==> src/rtl/rr_grant_sequencer_pkg.sv <==
// Shared types and sizes for the four-requester round-robin grant sequencer.
package rr_grant_sequencer_pkg;
   localparam int NUM_REQ = 4;
   localparam int ADDR_W  = 2;

   typedef enum logic [1:0] {
      IDLE  = 2'd0,
      GRANT = 2'd1,
      GAP   = 2'd2
   } state_t;
endpackage

==> src/rtl/rr_grant_sequencer_rr_pick4.sv <==
// Combinational rotate-priority picker: first set request bit at or after rr_ptr (mod 4).
module rr_pick4
   import rr_grant_sequencer_pkg::*;
(
   input  logic [NUM_REQ-1:0] req,
   input  logic [ADDR_W-1:0]  rr_ptr,
   output logic [ADDR_W-1:0]  sel_addr,
   output logic               sel_valid
);
   logic [ADDR_W-1:0] w_idx [NUM_REQ];

   genvar gi;
   generate
      for (gi = 0; gi < NUM_REQ; gi++) begin : g_idx
         assign w_idx[gi] = rr_ptr + ADDR_W'(gi);
      end
   endgenerate

   // Scan from lowest priority to highest so the nearest hit to rr_ptr wins.
   always_comb begin
      sel_addr  = rr_ptr;
      sel_valid = 1'b0;
      for (int k = NUM_REQ - 1; k >= 0; k--) begin
         if (req[w_idx[k]]) begin
            sel_addr  = w_idx[k];
            sel_valid = 1'b1;
         end
      end
   end
endmodule

==> src/rtl/rr_grant_sequencer.sv <==
// Round-robin grant sequencer with registered break-before-make decoder drive.
// Optional forced revocation after MAX_HOLD cycles: define RR_GRANT_TIMEOUT_EN.
module rr_grant_sequencer
   import rr_grant_sequencer_pkg::*;
#(
   parameter int MAX_HOLD = 16,
   parameter int HOLD_W   = 8
)(
   input  logic               clk,
   input  logic               rst_n,
   input  logic [NUM_REQ-1:0] req,
   input  logic               release_i,
   output logic [ADDR_W-1:0]  grant_addr,
   output logic               grant_en,
   output logic               busy,
   output logic               timeout
);
   state_t            r_state, w_state_next;
   logic [ADDR_W-1:0] r_rr_ptr, w_rr_ptr_next;
   logic [ADDR_W-1:0] r_grant_addr, w_grant_addr_next;
   logic              r_grant_en, r_busy, r_timeout, w_timeout_next;
   logic [ADDR_W-1:0] w_sel_addr;
   logic              w_sel_valid;
   logic              w_exit, w_force;

   if (MAX_HOLD < 2 || MAX_HOLD > 255 || (MAX_HOLD >> HOLD_W) != 0) begin : g_bad_cfg
      $error("rr_grant_sequencer: MAX_HOLD/HOLD_W out of range");
   end

   rr_pick4 u_pick (
      .req       (req),
      .rr_ptr    (r_rr_ptr),
      .sel_addr  (w_sel_addr),
      .sel_valid (w_sel_valid)
   );

   // Release and withdrawal together are a single exit.
   assign w_exit = release_i | ~req[r_grant_addr];

`ifdef RR_GRANT_TIMEOUT_EN
   logic [HOLD_W-1:0] r_hold_cnt, w_hold_cnt_next;

   assign w_force = (r_hold_cnt == HOLD_W'(MAX_HOLD - 1)) & ~w_exit;

   always_comb begin
      w_hold_cnt_next = r_hold_cnt;
      if (r_state != GRANT)
         w_hold_cnt_next = '0;
      else if (!(&r_hold_cnt))
         w_hold_cnt_next = r_hold_cnt + HOLD_W'(1);
   end

   always_ff @(posedge clk or negedge rst_n) begin
      if (!rst_n)
         r_hold_cnt <= '0;
      else
         r_hold_cnt <= w_hold_cnt_next;
   end
`else
   assign w_force = 1'b0;
`endif

   always_comb begin
      w_state_next      = r_state;
      w_rr_ptr_next     = r_rr_ptr;
      w_grant_addr_next = r_grant_addr;
      w_timeout_next    = 1'b0;
      unique case (r_state)
         IDLE: begin
            if (w_sel_valid) begin
               w_state_next      = GRANT;
               w_grant_addr_next = w_sel_addr;
            end
         end
         GRANT: begin
            if (w_exit || w_force) begin
               w_state_next   = GAP;
               w_rr_ptr_next  = r_grant_addr + ADDR_W'(1);
               w_timeout_next = w_force;
            end
         end
         GAP:     w_state_next = IDLE;
         default: w_state_next = IDLE;
      endcase
   end

   // Outputs are registered from the next state so they never glitch into the decoder.
   always_ff @(posedge clk or negedge rst_n) begin
      if (!rst_n) begin
         r_state      <= IDLE;
         r_rr_ptr     <= '0;
         r_grant_addr <= '0;
         r_grant_en   <= 1'b0;
         r_busy       <= 1'b0;
         r_timeout    <= 1'b0;
      end else begin
         r_state      <= w_state_next;
         r_rr_ptr     <= w_rr_ptr_next;
         r_grant_addr <= w_grant_addr_next;
         r_grant_en   <= (w_state_next == GRANT);
         r_busy       <= (w_state_next != IDLE);
         r_timeout    <= w_timeout_next;
      end
   end

   assign grant_addr = r_grant_addr;
   assign grant_en   = r_grant_en;
   assign busy       = r_busy;
   assign timeout    = r_timeout;
endmodule

==> config.mk <==
export PLATFORM = sky130hd
export DESIGN_NAME = rr_grant_sequencer
export DESIGN_NICKNAME = d
export VERILOG_FILES = /design/src/rtl/rr_grant_sequencer_pkg.sv /design/src/rtl/rr_grant_sequencer_rr_pick4.sv /design/src/rtl/rr_grant_sequencer.sv
export SDC_FILE = /design/constraint.sdc
export NUM_CORES = 1
export LEC_CHECK = 0
export CORE_AREA = 5 5 42 44
export CTS_BUF_LIST = sky130_fd_sc_hd__clkbuf_16
export CTS_CLUSTER_SIZE = 40
export DETAILED_ROUTE_END_ITERATION = 6
export DIE_AREA = 0 0 47 49
export DONT_BUFFER_PORTS = 1
export SLEW_MARGIN = 25
export SYNTH_ARGS = -nofsm -noshare
export SYNTH_HDL_FRONTEND = slang
export SYNTH_SLANG_ARGS = --single-unit
==> constraint.sdc <==
create_clock -name clk -period 1.09 [get_ports clk]
set_input_delay 0.218 -clock clk [delete_from_list [all_inputs] [get_ports clk]]
set_output_delay 0.218 -clock clk [all_outputs]
set_load 0.005 [all_outputs]
Yosys cells after proc, flatten, opt, wreduce, memory -nomap -nowiden
Cells that the tools add are included.
Widths: inputs -> output; s select.
{"block": "totals", "ff_bits": 8, "in_bits": 7, "output_inout_bits": 5, "word_cells": 43}
{"block": "op_classes", "n_addsub": 4, "magnitude_cmp": 5, "eq_ne": 2, "muxes": 21, "bitwise_logic": 2, "n_reduce_logical": 4}
{"op": "$lt 2x3->1 const B", "n": 5}
{"op": "$mux 2", "n": 6}
{"op": "$bmux 1 s2", "n": 5}
{"op": "$mux 1", "n": 9}
{"op": "$add 2x1->2 const B", "n": 2}
{"op": "$add 2x2->2 const B", "n": 2}
{"op": "$eq 2x1->1 const B", "n": 2}
{"op": "$pmux 2 s2", "n": 1}
{"op": "$reduce_and 2->1", "n": 2}
{"op": "$logic_not 2->1", "n": 1}
{"op": "$reduce_bool 2->1", "n": 1}
{"op": "$not 1->1", "n": 1}
{"op": "$or 1x1->1", "n": 1}

Depth between registers and ports, before layout
Gate-level depths: netlist (run 1).
{"block": "depth", "depth_word": 10, "ltp_mapped": 5, "mapped_depth_nobuf": 4}

By module
A second synthesis (run 1) with hierarchy kept.
{"block": "unflattened", "cells_unflattened": 44, "hier_area_um2": 474.2}
{"module": "rr_grant_sequencer", "instances": 1, "cells_per_inst": 28, "area_each_um2": 374.1, "seq_area_each_um2": 200.2}
{"module": "rr_pick4", "instances": 1, "cells_per_inst": 16, "area_each_um2": 100.1, "seq_area_each_um2": 0.0}

Worst setup path before layout (run 1)
OpenSTA, ideal clock, no wires.
{"block": "synth_timing", "kind": "register to register", "from": "reg r_grant_addr[1], in the netlist grant_addr[1]", "to": "reg r_rr_ptr[1]", "setup_ns": 0.073, "t_arrival_ns": 1.085, "t_required_ns": 1.017, "slack_ns": -0.068, "stages_incl_launch_ff": 5, "n_path_buf": 0, "synth_period_minus_slack_ns": 1.158, "path_cell_list": "dfrtp_1 -> mux2i_1 -> nor3_2 -> a211oi_2 -> a2bb2oi_2"}
{"block": "synth_between", "elab_chain_len": 5, "elab_cells_between_ends": 6, "classes_between": "add/sub: 1; mux: 2; bitwise: 2; reduce/logical: 1"}
{"item": "start, declared", "line": "rr_grant_sequencer.sv:20", "rtl": "logic [ADDR_W-1:0] r_grant_addr, w_grant_addr_next;"}
{"item": "start signal, assigned", "line": "rr_grant_sequencer.sv:99", "rtl": "r_grant_addr <= w_grant_addr_next;"}
{"item": "$bmux 1 s2", "line": "rr_grant_sequencer.sv:38", "rtl": "assign w_exit = release_i | ~req[r_grant_addr];"}
{"item": "$mux 1 (implied by the code)", "line": "rr_grant_sequencer.sv:38"}
{"item": "$not 1->1", "line": "rr_grant_sequencer.sv:38"}
{"item": "$or 1x1->1", "line": "rr_grant_sequencer.sv:38"}
{"item": "$reduce_and 2->1 (no line)"}
{"item": "end signal, assigned", "line": "rr_grant_sequencer.sv:98", "rtl": "r_rr_ptr <= w_rr_ptr_next;"}
{"item": "end, declared", "line": "rr_grant_sequencer.sv:19", "rtl": "logic [ADDR_W-1:0] r_rr_ptr, w_rr_ptr_next;"}
Several ways; a longest one is shown, not always the timed one. The select of a mux whose other input is x is not followed.
A chain may end at the register's enable or synchronous reset.

Final worst setup path (run 1)
Same ends and word-level chain as after synthesis.

==> results of run 1 <==
==> per-stage QoR <==
stage | power (mW) | setup WS [ns]
floorplan | 0.996 | -0.0558
global placement | 1.27 | -0.0287
detailed placement | 1.29 | -0.0779
CTS | 1.92 | -0.0524
global route | 2.12 | -0.127
finish | 1.97 | -0.0583
==> synth_stat cells, drive strengths merged <==
cell / instances
o211ai: 2
nand3b: 1
nand2: 4
nor3: 2
a21o: 1
a211o: 1
nor2: 5
buf: 2
a211oi: 1
a22oi: 1
and2b: 1
a21oi: 3
a2bb2oi: 2
nand2b: 1
inv: 3
conb: 1
mux2i: 2
o21ai: 7
dfrtp: 8
o22ai: 1
==> metal layers <==
layer,wire length [µm],up-vias
met2,498,10
met5,0,-
met3,81,2
met4,11,0
met1,445,192
li1,-,193
==> worst min path at each step <==
stage,startpoint,endpoint,cells after the start
2_1_floorplan,rst_n,busy,0
3_3_place_gp,rst_n,grant_addr[1],0
3_5_place_dp,rst_n,r_rr_ptr[1],0
4_1_cts,req[1],grant_addr[1],3
5_1_grt,req[1],grant_addr[1],3
6_report,req[1],grant_addr[1],3
==> registers in the layout (all words and copies together) (netlist names) <==
| register | cells |
|---|---|
| grant_addr | 2 |
| r_rr_ptr | 2 |
| grant_en | 1 |
| busy | 1 |
| r_state | 2 |
==> layout by cell type (no fill, tap or decap), drive strengths merged, types with 2 or more instances in the layout <==
| cell type | synthesis | layout |
|---|---|---|
| clkbuf | 0 | 3 |
| inv | 3 | 3 |
| nor3 | 2 | 2 |
| nor2 | 5 | 5 |
| dfrtp | 8 | 8 |
| a2bb2oi | 2 | 2 |
| o21ai | 7 | 7 |
| nand2 | 4 | 4 |
| mux2i | 2 | 2 |
| a21oi | 3 | 3 |
| o211ai | 2 | 2 |
| buf | 2 | 8 |
==> power by group through the flow <==
stage	Sequential, mW	Clock, mW	Combinational, mW
5_1_grt	0.604	0.640	0.871
3_5_place_dp	0.580	0	0.712
4_1_cts	0.579	0.620	0.723
6_report	0.578	0.604	0.787
2_1_floorplan	0.580	0	0.416
3_3_place_gp	0.579	0	0.687
==> area by class of cell <==
class                           count  area (µm²)
Multi-Input combinational cell     36         236
Timing Repair Buffer                9        70.1
Fill cell                         143         788
Clock buffer                        3        75.1
Tap cell                           16        20.0
Inverter                            3        11.3
Sequential cell                     8         200
==> what timing repair did <==
item	4_1_cts	5_1_grt
hold buffers	1	0
pin swaps	2	2
hold endpoints to repair	8	0
buffers inserted	0	1
cloned	0	0
resized for setup	1	5
endpoints found under the setup margin	4	7
==> worst max-delay path, delay by kind of cell, from the launching register on <==
family | cells | cell delay [ns]
flip-flops | 1 | 0.38
AND/OR/NAND/NOR | 1 | 0.09
AO/OA/AOI/OAI | 2 | 0.35
multiplexers | 1 | 0.25
==> logic make-up after synthesis <==
| family | count (synthesis) |
|---|---|
| simple gates | 14 |
| mux | 2 |
| other cells | 1 |
| buf+inv | 5 |
| flops | 8 |
| compound gates | 19 |
==> results.toml, run 1 <==
[logic_synthesis]
synthesis.yosys.warnings = 0
yosys_register_bits = 8
synth.avg_cell_area_um2 = 9.29
synthAdderAreaFrac_pct = 0
synthCells = 49
syn_nets = 56
synth_top_area_share_pct = 44.0
ys_seq_area_share_pct = 44.0
synthDominantAreaCellType = "sky130_fd_sc_hd__dfrtp_1"
synth_compound_gate_area_share_pct = 28.8
synthesized_area_fraction_occupied_by_xor_and_xnor_cells_pct = 0
yosys.area_share.simple_pct = 15.4
post_synth_mux_area_share_pct = 4.40
largest_family_of_logic_cells_by_synthesized_area = "compound AO/OA/AOI/OAI gates"
ys_top_cells_by_area = "sky130_fd_sc_hd__dfrtp_1, sky130_fd_sc_hd__o21ai_0, sky130_fd_sc_hd__mux2i_1"
synth_cell_types = 24
syn_area_um2 = 455

[timing]
timing.final.hold_violations = 0
layout_setup_ws_ns = -0.0583
final.setup_skew_ns = 0.000244
fin_worst_hold_slack_ns = 0.187
final.setup.tns_ns = -0.153
timing.final.setup_violations = 4
final.min_clock_period_ns = 1.15
final_max_slew_viol_count = 0
fmax_mhz = 871
timing.final.crit_share_pct = 105
unrepaired_setup_endpoints_after_global_routing = "yes"

[setup_path]
path_cells = "mux2i_1, nor3_2, a211oi_2, a2bb2oi_2"
startpoint = "grant_addr[1]"
timing_worst_setup_path_type = "reg -> reg"
reg2reg_to = "r_rr_ptr[1]"
r2r_setup_slk_ns = -0.06
worst_r2r_path_depth = 4
r2r-start = "grant_addr[1]"
worstSetupEndpointType = "register"
arrival_worst_endpoint_ns = 1.31
worstPathRequired_ns = 1.25
critical_path_end = "r_rr_ptr[1]"
slowest_delay_ns = 0.38
critical_path_peak_fanout = 3
startpoint_type = "register"
crit_path_top_delay_cell = "sky130_fd_sc_hd__dfrtp_1"

[pwr]
combinationalPowerShare_pct = 40.0
pwr_density_cell_nw_per_um2 = 3210
pwr-share-clk_pct = 30.7
irDropWorstVdd_mv = 1.65
total_leakage_power_nw = 0.279
power_switching_share_pct = 31.8
net-switching-power_mw = 0.626
internal_power_of_the_cells_mw = 1.34
seq_power_share_pct = 29.4

[drt]
route.detailed.vias_per_inst = 5.29
drt_pass1_iterations = 3
drtIter0Drc = 13
via_count = 397
detail_route.drc_violations = 0
total_wirelength_mm = 1.04
detail_route.wl_per_cell_um = 13.8
routed_antenna_nets = 0

[global_routing]
grt_peak_use_layer = "met2"
global_route.usage.met2_pct = 14.9
grt_use_met1_pct = 12.4
grt.total_usage_pct = 10.9
grt_antenna_before_repair = 0
largest_net_degree_at_the_start_of_global_routing = 9
wire_length_of_the_first_global_routing_pass_mm = 1.74
globalRouteOverflowTotal = 0
via_count_of_the_first_global_routing_pass = 404
grt.met3_usage_pct = 7.75

[run_status]
violations_in_the_final_reports = "setup timing"
result_of_the_run = "complete, but fails checks"

[worst_hold_path]
hp-class = "in -> reg"

[clock_network]
clockBufferDepth = 2
clkLatencyLatePin_ns = 0.23
clock-root-buffer = "sky130_fd_sc_hd__clkbuf_16"
cts.reportedPaths.clkPinSlew_ns = 0.03
cts.sinks = 8
tritoncts_clock_tree = "built"
cts-buffers-inserted = 3
htree_levels = 1

[floorplanning]
initial_utilization_pct = 32.5
coreArea_um2 = 1400
die_height_um = 49
pin_count = 12
floorplan.die.width_um = 47
floorplan.rows = 14
design.die.area_um2 = 2300

[run]
max_cap_violations = 0

[placement]
portBuffers = 0
place_hpwl_um = 790
finalWeightedCongestion = 0.781
post-place-cells = 70
placedInstanceArea_um2 = 509

[final_layout]
layout-area-overhead-vs-synth_pct = 34.6
post_layout_nonfiller_instances = 75
drive_above_1_share_pct = 28.8
layout.core_utilization_pct = 43.8
antennaDiodeCount = 0
fin_area_um2 = 613
layout.nets = 68
No activity file was read; power rests on OpenSTA's default activity.
==> run 2: changes to the inputs <==
- clock period: 1.09 -> 1.1 ns (I/O delays scaled with it)
==> run 2 against run 1 <==
Effect of this change:
- the run still ends with setup timing left
- fmax shrank 0.20%
- combinational power fell by 3.0%
- cell area is 0.61% higher
- critical path depth did not move
- global-route usage up 0.071 points
- register-to-register slack barely moved
- clock power hardly changed
- final cell count fell by 1.3%
- worst setup slack better by 0.0077 ns
- via count is 0.50% higher
- highest routed layer unchanged
==> results.toml, run 2 (synthesis results as in run 1) <==
[drt]
routed_antenna_nets = 0
drt_pass1_iterations = 4
detailroute.wirelength.met2_um = 472
total_wirelength_mm = 1.02
via_count = 399
maxUsedRoutingLayer = "met4"
drt-met1-wl_um = 426
detail_route.wl_per_cell_um = 13.8
detail_route.drc_violations = 0
wire_length_on_met3_um = 106
route.detailed.vias_per_inst = 5.39
drtIter0Drc = 4

[pwr]
total_leakage_power_nw = 0.277
pwr_density_cell_nw_per_um2 = 3140
post-layout-total-power_mw = 1.94
irDropWorstVdd_mv = 1.42

[setup_path]
r2r_setup_slk_ns = -0.05
reg2reg_to = "r_rr_ptr[0]"
critical_path_peak_fanout = 3
worst-path-buf-inv = 0
r2r-start = "grant_addr[1]"
path_delay_family = "flip-flops"
timing_worst_setup_path_type = "reg -> reg"
crit_path_top_delay_cell = "sky130_fd_sc_hd__dfrtp_1"
startpoint = "grant_addr[1]"
worstSetupEndpointType = "register"
path_cells = "mux2i_1, nor3_2, nor2_1, a2bb2oi_1"
slowest_delay_ns = 0.40
critical_path_depth_in_cells = 4
worst_r2r_path_depth = 4
startpoint_type = "register"
critical_path_end = "r_rr_ptr[0]"
worstPathRequired_ns = 1.21
arrival_worst_endpoint_ns = 1.26

[placement]
place_hpwl_um = 774
portBuffers = 0
pre_cts_slack_ns = -0.0468
post-place-cells = 69
finalWeightedCongestion = 0.785
placedInstanceArea_um2 = 502

[clock_network]
cts.reportedPaths.clkPinSlew_ns = 0.03
cts.sinks = 8
cts-buffers-inserted = 3
tritoncts_clock_tree = "built"
clkLatencyLatePin_ns = 0.23
clock-root-buffer = "sky130_fd_sc_hd__clkbuf_16"
clockBufferDepth = 2
htree_levels = 1

[floorplanning]
floorplan.rows = 14
die_height_um = 49
floorplan.die.width_um = 47
design.die.area_um2 = 2300
coreArea_um2 = 1400
pin_count = 12
initial_utilization_pct = 32.5

[global_routing]
grt.total_usage_pct = 11.0
globalRouteOverflowTotal = 0
grt_antenna_before_repair = 0
via_count_of_the_first_global_routing_pass = 371
wire_length_of_the_first_global_routing_pass_mm = 1.76
largest_net_degree_at_the_start_of_global_routing = 9

[timing]
fmax_mhz = 869
layout_setup_ws_ns = -0.0506
final_max_slew_viol_count = 0
final.setup_skew_ns = 0.00140
timing.final.hold_violations = 0
timing.final.setup_violations = 3
unrepaired_setup_endpoints_after_global_routing = "yes"
timing.final.crit_share_pct = 105
final.min_clock_period_ns = 1.15

[final_layout]
drive_above_1_share_pct = 31.0
layout_common_cells = "sky130_fd_sc_hd__dfrtp_1, sky130_fd_sc_hd__buf_4, sky130_fd_sc_hd__nor2_1, sky130_fd_sc_hd__o21ai_1, sky130_fd_sc_hd__nand2_1"
layout.nets = 67
post_layout_nonfiller_instances = 74
antennaDiodeCount = 0
layout_commonest_cell = "sky130_fd_sc_hd__dfrtp_1"
fin_area_um2 = 617
layout-area-overhead-vs-synth_pct = 35.4

[run_status]
violations_in_the_final_reports = "setup timing"
result_of_the_run = "complete, but fails checks"

[worst_hold_path]
hp-class = "in -> reg"

[run]
max_cap_violations = 0
-- run 2: cell count changes in the layout (fill, tap and decap cells not counted), sizes merged --
| cell | delta |
|---|---|
| buf | -1 |
-- run 2: worst min-delay path by stage --
stage	slack, ns	startpoint	depth (start not counted)	end
final	0.18	req[1]	3	grant_addr[1]
after global routing	0.20	req[1]	3	grant_addr[1]
after CTS	0.17	req[1]	3	grant_addr[1]
after detailed placement	-0.08	rst_n	0	r_rr_ptr[0]
after global placement	-0.08	rst_n	0	grant_addr[1]
after floorplan	-0.08	rst_n	0	busy
-- run 2: worst reg2reg max path, stage by stage, from the launching register on --
cell	delay [ns]
sky130_fd_sc_hd__dfrtp_1	0.40
sky130_fd_sc_hd__mux2i_1	0.14
sky130_fd_sc_hd__nor3_2	0.24
sky130_fd_sc_hd__nor2_1	0.11
sky130_fd_sc_hd__a2bb2oi_1	0.14
-- run 2: power by group --
part | switching, mW | internal (mW) | total (mW)
registers | 0.130 | 0.446 | 0.576
clock network | 0.134 | 0.468 | 0.601
logic | 0.352 | 0.411 | 0.763
total | 0.615 | 1.32 | 1.94
-- run 2: per-layer routing --
metal	track usage [%]	vias up
met5	0	-
met1	13.0	181
met4	5.53	0
met2	14.7	16
li1	-	198
met3	7.38	4
-- run 2: area by class of cell --
type                    instances  area, µm²
fillers                       145        785
multi-input cells              36        243
flip-flops and latches          8        201
clock buffers                   3       75.1
repair buffers                  8       66.3
well taps                      16       20.0
inverters                       3       11.3
-- run 2: metrics by stage --
stage,setup TNS [ns],util [%],hold slack [ns]
2_1_floorplan,-0.0458,-,-0.0756
3_3_place_gp,-0.0182,35.8,-0.0753
3_5_place_dp,-0.0473,35.8,-0.0753
4_1_cts,-0.0285,41.9,0.167
5_1_grt,-0.552,44.0,0.196
6_report,-0.0978,44.0,0.182
-- run 2: what timing repair did --
item,in CTS,in global routing
setup endpoints to repair,2,6
resized for setup,0,9
setup buffers,0,1
hold buffers,1,0
endpoints found under the hold margin,8,0
pin swaps,1,2
